File: src/rtl/msrh_pkg.sv
// -----------------------------------------------------------------------------
// msrh_pkg
//   Shared rename-stage constants and helpers.
//   DISP_SIZE      : dispatch/commit lanes per cycle
//   FLIST_SIZE     : entries in one RNID free list
//   RNID_W         : width of a physical register ID
//   freelist_ptr_t : free-list pointer with wrap bit
//   popcount_disp  : number of set bits in a DISP_SIZE lane mask
// -----------------------------------------------------------------------------
package msrh_pkg;

   localparam int unsigned DISP_SIZE   = 4;
   localparam int unsigned FLIST_SIZE  = 32;
   localparam int unsigned RNID_W      = 7;
   localparam int unsigned FLIST_PTR_W = $clog2(FLIST_SIZE) + 1;
   localparam int unsigned DISP_CNT_W  = $clog2(DISP_SIZE) + 1;

   typedef logic [FLIST_PTR_W-1:0] freelist_ptr_t;

   function automatic logic [DISP_CNT_W-1:0] popcount_disp(input logic [DISP_SIZE-1:0] mask);
      logic [DISP_CNT_W-1:0] cnt;
      cnt = '0;
      for (int i = 0; i < int'(DISP_SIZE); i++) begin
         cnt = cnt + DISP_CNT_W'(mask[i]);
      end
      return cnt;
   endfunction

endpackage

File: src/rtl/msrh_lane_rank.sv
// -----------------------------------------------------------------------------
// msrh_lane_rank
//   Prefix popcount over a lane mask: o_rank[i] is the number of set bits
//   strictly below lane i, o_total the number of set bits overall. Used to
//   pack active lanes onto consecutive free-list slots.
//   i_mask  in  WIDTH           lane valid mask
//   o_rank  out WIDTH x CNT_W   exclusive prefix count per lane
//   o_total out CNT_W           popcount of i_mask
// -----------------------------------------------------------------------------
module msrh_lane_rank #(
   parameter int unsigned WIDTH = 4,
   parameter int unsigned CNT_W = $clog2(WIDTH) + 1
) (
   input  logic [WIDTH-1:0]            i_mask,
   output logic [WIDTH-1:0][CNT_W-1:0] o_rank,
   output logic [CNT_W-1:0]            o_total
);

   logic [CNT_W-1:0] acc;

   always_comb begin
      acc    = '0;
      o_rank = '0;
      for (int i = 0; i < int'(WIDTH); i++) begin
         o_rank[i] = acc;
         acc       = acc + CNT_W'(i_mask[i]);
      end
      o_total = acc;
   end

endmodule

File: src/rtl/msrh_rnid_freelist.sv
// -----------------------------------------------------------------------------
// msrh_rnid_freelist
//   Multi-port circular free list of physical register IDs for rename.
//   Allocation is granted combinationally (all-or-nothing), frees are appended
//   at the tail, and a committed-head pointer lets a flush roll back every
//   speculative allocation in one cycle without moving any data.
//   i_clk         in   clock
//   i_reset       in   asynchronous reset, active-high
//   i_alloc_req   in   per-lane allocation request
//   o_alloc_ok    out  all requested lanes granted this cycle
//   o_alloc_rnid  out  RNID per lane, valid where req & ok
//   i_cmt_vld     in   lanes whose allocation retired
//   i_free_vld    in   lanes returning an RNID
//   i_free_rnid   in   returned RNIDs
//   i_flush       in   discard all uncommitted allocations
//   o_free_cnt    out  entries currently allocatable
//   o_empty       out  o_free_cnt == 0
// -----------------------------------------------------------------------------
module msrh_rnid_freelist
   import msrh_pkg::*;
#(
   parameter int unsigned DEPTH      = FLIST_SIZE,
   parameter int unsigned DISP_WIDTH = DISP_SIZE,
   parameter int unsigned RNID_W     = msrh_pkg::RNID_W,
   parameter int unsigned INIT_BASE  = 32
) (
   input  logic                         i_clk,
   input  logic                         i_reset,
   input  logic [DISP_WIDTH-1:0]        i_alloc_req,
   output logic                         o_alloc_ok,
   output logic [DISP_WIDTH*RNID_W-1:0] o_alloc_rnid,
   input  logic [DISP_WIDTH-1:0]        i_cmt_vld,
   input  logic [DISP_WIDTH-1:0]        i_free_vld,
   input  logic [DISP_WIDTH*RNID_W-1:0] i_free_rnid,
   input  logic                         i_flush,
   output logic [$clog2(DEPTH):0]       o_free_cnt,
   output logic                         o_empty
);

   localparam int unsigned IDX_W      = $clog2(DEPTH);
   localparam int unsigned PTR_W      = IDX_W + 1;
   localparam int unsigned SUM_W      = PTR_W + 1;
   localparam int unsigned LANE_CNT_W = $clog2(DISP_WIDTH) + 1;

   typedef logic [PTR_W-1:0] ptr_t;

   logic [RNID_W-1:0] mem_q [DEPTH];
   ptr_t              head_q, head_d;
   ptr_t              cmt_head_q, cmt_head_d;
   ptr_t              tail_q, tail_d;
   ptr_t              head_adv;
   ptr_t              free_cnt;

   logic [DISP_WIDTH-1:0][LANE_CNT_W-1:0] alloc_rank, free_rank;
   logic [LANE_CNT_W-1:0]                 alloc_n, free_n, cmt_n;
   ptr_t                                  rd_ptr [DISP_WIDTH];
   ptr_t                                  wr_ptr [DISP_WIDTH];
   logic                                  alloc_ok;

   msrh_lane_rank #(
      .WIDTH (DISP_WIDTH),
      .CNT_W (LANE_CNT_W)
   ) u_alloc_rank (
      .i_mask  (i_alloc_req),
      .o_rank  (alloc_rank),
      .o_total (alloc_n)
   );

   msrh_lane_rank #(
      .WIDTH (DISP_WIDTH),
      .CNT_W (LANE_CNT_W)
   ) u_free_rank (
      .i_mask  (i_free_vld),
      .o_rank  (free_rank),
      .o_total (free_n)
   );

   always_comb begin
      cmt_n = '0;
      for (int i = 0; i < int'(DISP_WIDTH); i++) begin
         cmt_n = cmt_n + LANE_CNT_W'(i_cmt_vld[i]);
      end
   end

   // Modulo 2^(W+1) difference; the wrap bit disambiguates full from empty.
   assign free_cnt = tail_q - head_q;
   assign alloc_ok = !i_flush && (free_cnt >= ptr_t'(alloc_n));

   always_comb begin
      o_alloc_rnid = '0;
      for (int i = 0; i < int'(DISP_WIDTH); i++) begin
         rd_ptr[i] = head_q + ptr_t'(alloc_rank[i]);
         wr_ptr[i] = tail_q + ptr_t'(free_rank[i]);
         o_alloc_rnid[i*RNID_W +: RNID_W] = mem_q[rd_ptr[i][IDX_W-1:0]];
      end
   end

   always_comb begin
      head_adv   = alloc_ok ? head_q + ptr_t'(alloc_n) : head_q;
      cmt_head_d = cmt_head_q + ptr_t'(cmt_n);
      // Slots between cmt_head and head still hold their IDs, so rollback is a pointer move.
      head_d     = i_flush ? cmt_head_d : head_adv;
      tail_d     = tail_q + ptr_t'(free_n);
   end

   always_ff @(posedge i_clk or posedge i_reset) begin
      if (i_reset) begin
         head_q     <= '0;
         cmt_head_q <= '0;
         tail_q     <= ptr_t'(DEPTH);
         for (int k = 0; k < int'(DEPTH); k++) begin
            mem_q[k] <= RNID_W'(INIT_BASE + k);
         end
      end else begin
         head_q     <= head_d;
         cmt_head_q <= cmt_head_d;
         tail_q     <= tail_d;
         for (int i = 0; i < int'(DISP_WIDTH); i++) begin
            if (i_free_vld[i]) begin
               mem_q[wr_ptr[i][IDX_W-1:0]] <= i_free_rnid[i*RNID_W +: RNID_W];
            end
         end
      end
   end

   assign o_alloc_ok = alloc_ok;
   assign o_free_cnt = free_cnt;
   assign o_empty    = (free_cnt == '0);

   // Speculative span (head - cmt_head) must stay within the list; a negative
   // span shows up as a huge unsigned value.
   ptr_t spec_cnt_next;
   assign spec_cnt_next = head_adv - cmt_head_d;

   a_cmt_behind_head: assert property (@(posedge i_clk) disable iff (i_reset)
      spec_cnt_next <= ptr_t'(DEPTH));

   a_no_double_free: assert property (@(posedge i_clk) disable iff (i_reset)
      (SUM_W'(free_cnt) + SUM_W'(free_n)) <= SUM_W'(DEPTH));

endmodule

File: config.mk
export PLATFORM = sky130hd
export DESIGN_NAME = msrh_rnid_freelist
export DESIGN_NICKNAME = d
export VERILOG_FILES = /design/src/rtl/msrh_pkg.sv /design/src/rtl/msrh_lane_rank.sv /design/src/rtl/msrh_rnid_freelist.sv
export SDC_FILE = /design/constraint.sdc
export NUM_CORES = 2
export LEC_CHECK = 0
export ABC_AREA = 0
export BUFFER_PORTS_ARGS = -buffer_cell sky130_fd_sc_hd__buf_2
export CORE_MARGIN = 4
export CORE_UTILIZATION = 35
export DETAILED_ROUTE_END_ITERATION = 10
export GPL_ROUTABILITY_DRIVEN = 1
export PLACE_DENSITY = 0.53
export SKIP_LAST_GASP = 1
export SYNTH_ARGS = -nofsm -noshare
export SYNTH_HDL_FRONTEND = slang
export SYNTH_SLANG_ARGS = --single-unit
File: constraint.sdc
create_clock -name i_clk -period 9.15 [get_ports i_clk]
set_input_delay 1.83 -clock i_clk [delete_from_list [all_inputs] [get_ports i_clk]]
set_output_delay 1.83 -clock i_clk [all_outputs]
set_load 0.03 [all_outputs]
After elaboration in Yosys (flattened, before gate mapping)
Cells that the tools add are included.

Multiplexer cells: 30. Bitwise logic cells: 8. Reduce and logical (&&, ||, !) cells: 8. Add/subtract/negate cells: 19. Magnitude comparators: 13.

Operators with widths (count): bitwise mux 224 bit (4); two-way mux 224 bit (4); binary-select mux 7 bit (select 5 bit) (4); demux 7 bit (select 5 bit) (4); two-way mux 7 bit (12); greater-or-equal comparator 6 bit (second input constant) (8); inverter 5 -> 6 bit (8); less-than comparator 6 x 1 -> 1 bit (second input constant) (4); adder 5 x 3 -> 5 bit (4); adder 6 x 3 -> 6 bit (3); adder 3 x 1 -> 3 bit (5); two-way mux 6 bit (2); adder 5 x 1 -> 5 bit (2); adder 1 x 1 -> 2 bit (3); greater-or-equal comparator 6 x 3 -> 1 bit (1); logical NOT 6 bit (1); subtractor 6 bit (1); logical AND 1 bit (5); adder 2 x 1 -> 3 bit (1); nonzero test 2 bit (1); logical NOT 1 bit (1).

Output and inout bits: 36. Flip-flop bits (word level): 242. Bits of input ports: 43. Word-level logic and storage cells: 113.

Depth between registers and ports, before layout
Depth in word-level cells: 13. Mapped depth: 13. Depth with buffers taken out: 10.

Modules after synthesis
A second synthesis with hierarchy kept.

Cell total of the unflattened synthesis: 2327. Area total of the unflattened synthesis: 26212.6 um^2.

By module, submodules not included: msrh_rnid_freelist (area each 25844.8 um^2, instances 1, sequential area each 6197.2 um^2, cells an instance 2279); msrh_lane_rank (area each 183.9 um^2, instances 2, sequential area each 0.0 um^2, cells an instance 24).

Least setup slack after synthesis
No wires, ideal clock.

Path kind: input to output. Start: in i_alloc_req[0]. End: out o_alloc_rnid[23]. Buffers on the path: 2. Stages on the path: 8. Data required time: 7.320 ns. Arrival time: 4.897 ns. Slack: 2.423 ns. Cells stage by stage: fa_1 ha_1 fa_1 clkbuf_1 clkbuf_1 mux4_2 mux4_2 mux2_2.

Cells in the longest elaborated chain, start to end: 7.

RTL lines: start: declaration (line msrh_rnid_freelist.sv:29) `input logic [DISP_WIDTH-1:0] i_alloc_req,`; adder 1 x 1 -> 2 bit (line msrh_lane_rank.sv:26) `acc = acc + CNT_W'(i_mask[i]);`; adder 3 x 1 -> 3 bit (line msrh_lane_rank.sv:26); adder 5 x 3 -> 5 bit (line msrh_rnid_freelist.sv:92) `rd_ptr[i] = head_q + ptr_t'(alloc_rank[i]);`; inverter 5 -> 6 bit (not written as such) (line msrh_rnid_freelist.sv:94) `o_alloc_rnid[i*RNID_W +: RNID_W] = mem_q[rd_ptr[i][IDX_W-1:0]];`; binary-select mux 7 bit (select 5 bit) (line msrh_rnid_freelist.sv:94); two-way mux 7 bit (not written as such) (2 in a row) (line msrh_rnid_freelist.sv:94); end: declaration (line msrh_rnid_freelist.sv:31) `output logic [DISP_WIDTH*RNID_W-1:0] o_alloc_rnid,`.

Every way passes these cells. The select of a mux whose other input is x is not followed.

Worst setup path in the final report
Start: in i_alloc_req[0]. End: out o_alloc_rnid[15].

Cells in the longest elaborated chain, start to end: 6.

RTL lines (line): adder 1 x 1 -> 2 bit (msrh_lane_rank.sv:26); adder 5 x 3 -> 5 bit (msrh_rnid_freelist.sv:92); inverter 5 -> 6 bit (not written as such) (msrh_rnid_freelist.sv:94); binary-select mux 7 bit (select 5 bit) (msrh_rnid_freelist.sv:94); two-way mux 7 bit (not written as such) (2 in a row) (msrh_rnid_freelist.sv:94).

Every way passes these cells. The select of a mux whose other input is x is not followed.

==> results by group <==
Timing
  • Final setup skew: 0.0286 ns
  • Tcrit/Tclk final: 0.802
  • Final Worst Setup Slack: about 1.8 ns
  • Slew @ Worst Pin: 1.46 ns
  • Fin. Hold Viols: 0
  • Highest Clock Rate: between 100 and 150 MHz
  • Fin crit period: 7.33 ns
  • Final setup fails: 0
  • Slew Limit Fails: 0
  • RSZ-0062 raised after global routing: no
  • Worst slew margin: 0.0243
  • Total negative slack: 0 ns

Final layout
  • Layout Area Growth over Synthesis: 8.15%
  • Filler Cells Inserted: slightly above 7000
  • Nets@finish: approximately 2500
  • Layout cell share with drive strength beyond 1: 0.330

Route
  • DR iter-0 viols: just over 3000
  • Pre-antenna DRT Iters: 10
  • DRC errors left: 0
  • Via density: about 7
  • Final Routed Wirelength: 123000 um
  • Via count: approximately 24000
  • Post-route ant nets: 0
  • WL per Instance: about 36 um

Setup path
  • Crit path from: i_alloc_req[0]
  • Delay-heaviest family, CP: adder cells
  • Crit. End Element: primary output
  • Crit Reg-Reg Startpoint: tail_q[2]
  • CP arrival: approximately 5.5 ns
  • Buf+Inv Stages, Crit Path: 3
  • CP max-delay cell: fa_2
  • Worst Setup Start Kind: primary input
  • Critical path type: primary input to primary output
  • Critical Path Max Stage Delay: around 1.2 ns
  • CP cell instances: buf_2, ha_1, ha_4, fa_2, buf_4, mux4_2, mux4_2, mux2_2, buf_2
  • Critical Path Fanout Max: 40
  • Data required, critical path: around 7.3 ns

CTS
  • CTS Buf Count: 34
  • Clock latency on the worst-skew pair: roughly 0.55 ns
  • Clock buffer depth: 3
  • Clk pin slew, worst setup/hold paths: ~0.050 ns
  • CTS Hold Bufs: 0
  • H-tree levels: 2
  • Postcts setup bufs: 0
  • CTS resizes: 0
  • Root Buffer Master: clkbuf_16
  • CTS tree: done
  • Clock tree sinks: around 240

Synth
  • Top cell type's share of synthesized area: 0.246
  • Library cells used by synthesis: 76
  • YS warnings: 0
  • Largest area contributor in the netlist: mux4_2
  • Syn Nets: approximately 2600
  • Post-synthesis instance total: ~2500
  • Mean Syn Cell Area: between 10 and 15 um^2
  • Synth Flop Type: dfrtp_1
  • Asr flop ratio synth: 1.00
  • Post-synthesis register bit count: 242
  • Dominant cells by area after synthesis: mux4_2 25%, dfrtp_1 13%, dfstp_2 12%
  • Post-synth EDFFs: 0
  • Synthesized area: about 26000 um^2
  • Sequential fraction of the synthesis area: 0.242

Status
  • Status: finished clean

Placement
  • Hpwl dp: ~86000 um
  • Worst slack at placement: around 1.8 ns
  • Final GP Congestion: 1.02
  • Port bufs: between 70 and 80

Job
  • Max-cap viol count: 0

Floorplan
  • Die footprint: around 78000 um^2
  • Core ar.: 72800 um^2
  • Row cnt: 99
  • Initial Util: 0.352
  • # IOs: a little under 80
  • Die height: roughly 280 um
  • DIE WIDTH: 279 um

Power
  • Power, Total: 13600 uW
  • Leakage: between 0.01 and 0.015 uW
  • IR drop worst, VDD: ~0.00086 V
  • Power Dens Cells: between 400 and 500 nW/um^2

GRT
  • First-pass GRT wire length: ~180000 um
  • GRT Util Overall: 0.311
  • Total grt overflow: 0
  • Largest net degree at the start of global routing: 74
  • Number of global-route vias before repair: roughly 23000
  • Initial antenna violation count: 13

Min path
  • Hold Path Class: flip-flop to flip-flop
  • Hold Crit Start: cmt_head_q[5]
-- cells in the final DEF (no fill, tap or decap), types with 78 or more instances in the layout --
master,synthesis,final
dfrtp_1,129,127
mux4_2,280,280
nand3_1,137,137
nor2_1,255,255
mux2_2,133,133
a31oi_1,114,114
dfstp_2,113,113
nand2_1,287,287
a211o_1,112,112
o211ai_1,112,112
mux2i_1,224,224
buf_2,67,78
-- cell families (layout without fill, tap and decap cells) --
| family | Yosys count | in the layout | synth area share |
|---|---|---|---|
| compound gates | 428 | 428 | 0.128 |
| xor+xnor | 29 | 29 | 0.00990 |
| fa+ha+maj | 50 | 50 | 0.0279 |
| buf+inv | 276 | 216 | 0.0465 |
| flops | 242 | 242 | 0.242 |
| mux | 637 | 637 | 0.392 |
| other cells | 0 | 5 | 0 |
| simple gates | 840 | 840 | 0.155 |
-- area by class of cell --
cell class                 count  area [um^2]  area share
timing repair buffer         131          788      0.0284
antenna                        5         12.5    0.000451
sequential                   242         6200       0.224
multi-input combinational   1984        18300       0.661
clock inverter                 7         75.1     0.00271
tap                          959         1200      0.0432
clock buffer                  53         1020      0.0368
inverter                      25          101     0.00365
-- cell usage after synthesis, drive strengths merged (34+ instances only) --
| master | instances |
|---|---|
| a211o | 112 |
| a21oi | 34 |
| a31oi | 116 |
| buf | 93 |
| clkbuf | 158 |
| dfrtp | 129 |
| dfstp | 113 |
| ha | 38 |
| mux2 | 133 |
| mux2i | 224 |
| mux4 | 280 |
| nand2 | 288 |
| nand3 | 137 |
| nor2 | 271 |
| nor3 | 40 |
| o211ai | 112 |
-- sequential cells by signal, summed over array words and instances (netlist names) --
signal,count
head_q,6
tail_q,6
cmt_head_q,6
mem_q,224
-- power breakdown --
part	internal (uW)	total, uW	leakage (uW)	switching (uW)
combinational	4310	9020	0.00716	4710
sequential	1810	3250	0.00273	1440
clock	796	1360	0.000542	563
total	6920	13600	0.0104	6710
-- per-stage QoR --
stage / utilization / hold slack, ns / std cells / area, um^2
floorplan: - / 0.444 / 2502 / 25700
global placement: 0.366 / 0.467 / 3340 / 26600
detailed placement: 0.366 / 0.466 / 3340 / 26600
CTS: 0.381 / 0.475 / 3400 / 27700
global route: 0.381 / 0.492 / 3401 / 27700
finish: 0.381 / 0.469 / 3406 / 27700
-- layer usage --
metal | vias up | wire length [um] | GRT usage
met5 | - | 24 | 0
met4 | 4 | 8330 | 0.164
met3 | 470 | 15500 | 0.0946
met2 | 1760 | 53300 | 0.469
met1 | 12000 | 46100 | 0.402
li1 | 9500 | - | -
-- final timing paths --
kind | slack, ns | endpoint | depth (start not counted)
min in group asynchronous | 1.31 | mem_q[41] | 2
setup reg to reg | 5.02 | mem_q[35] | 7
max in group asynchronous | 6.41 | mem_q[94] | 3
hold reg to reg | 0.47 | cmt_head_q[5] | 1
setup / recovery | 1.82 | o_alloc_rnid[15] | 9
hold / removal | 0.47 | cmt_head_q[5] | 1
(Power assumes the default switching activity.)
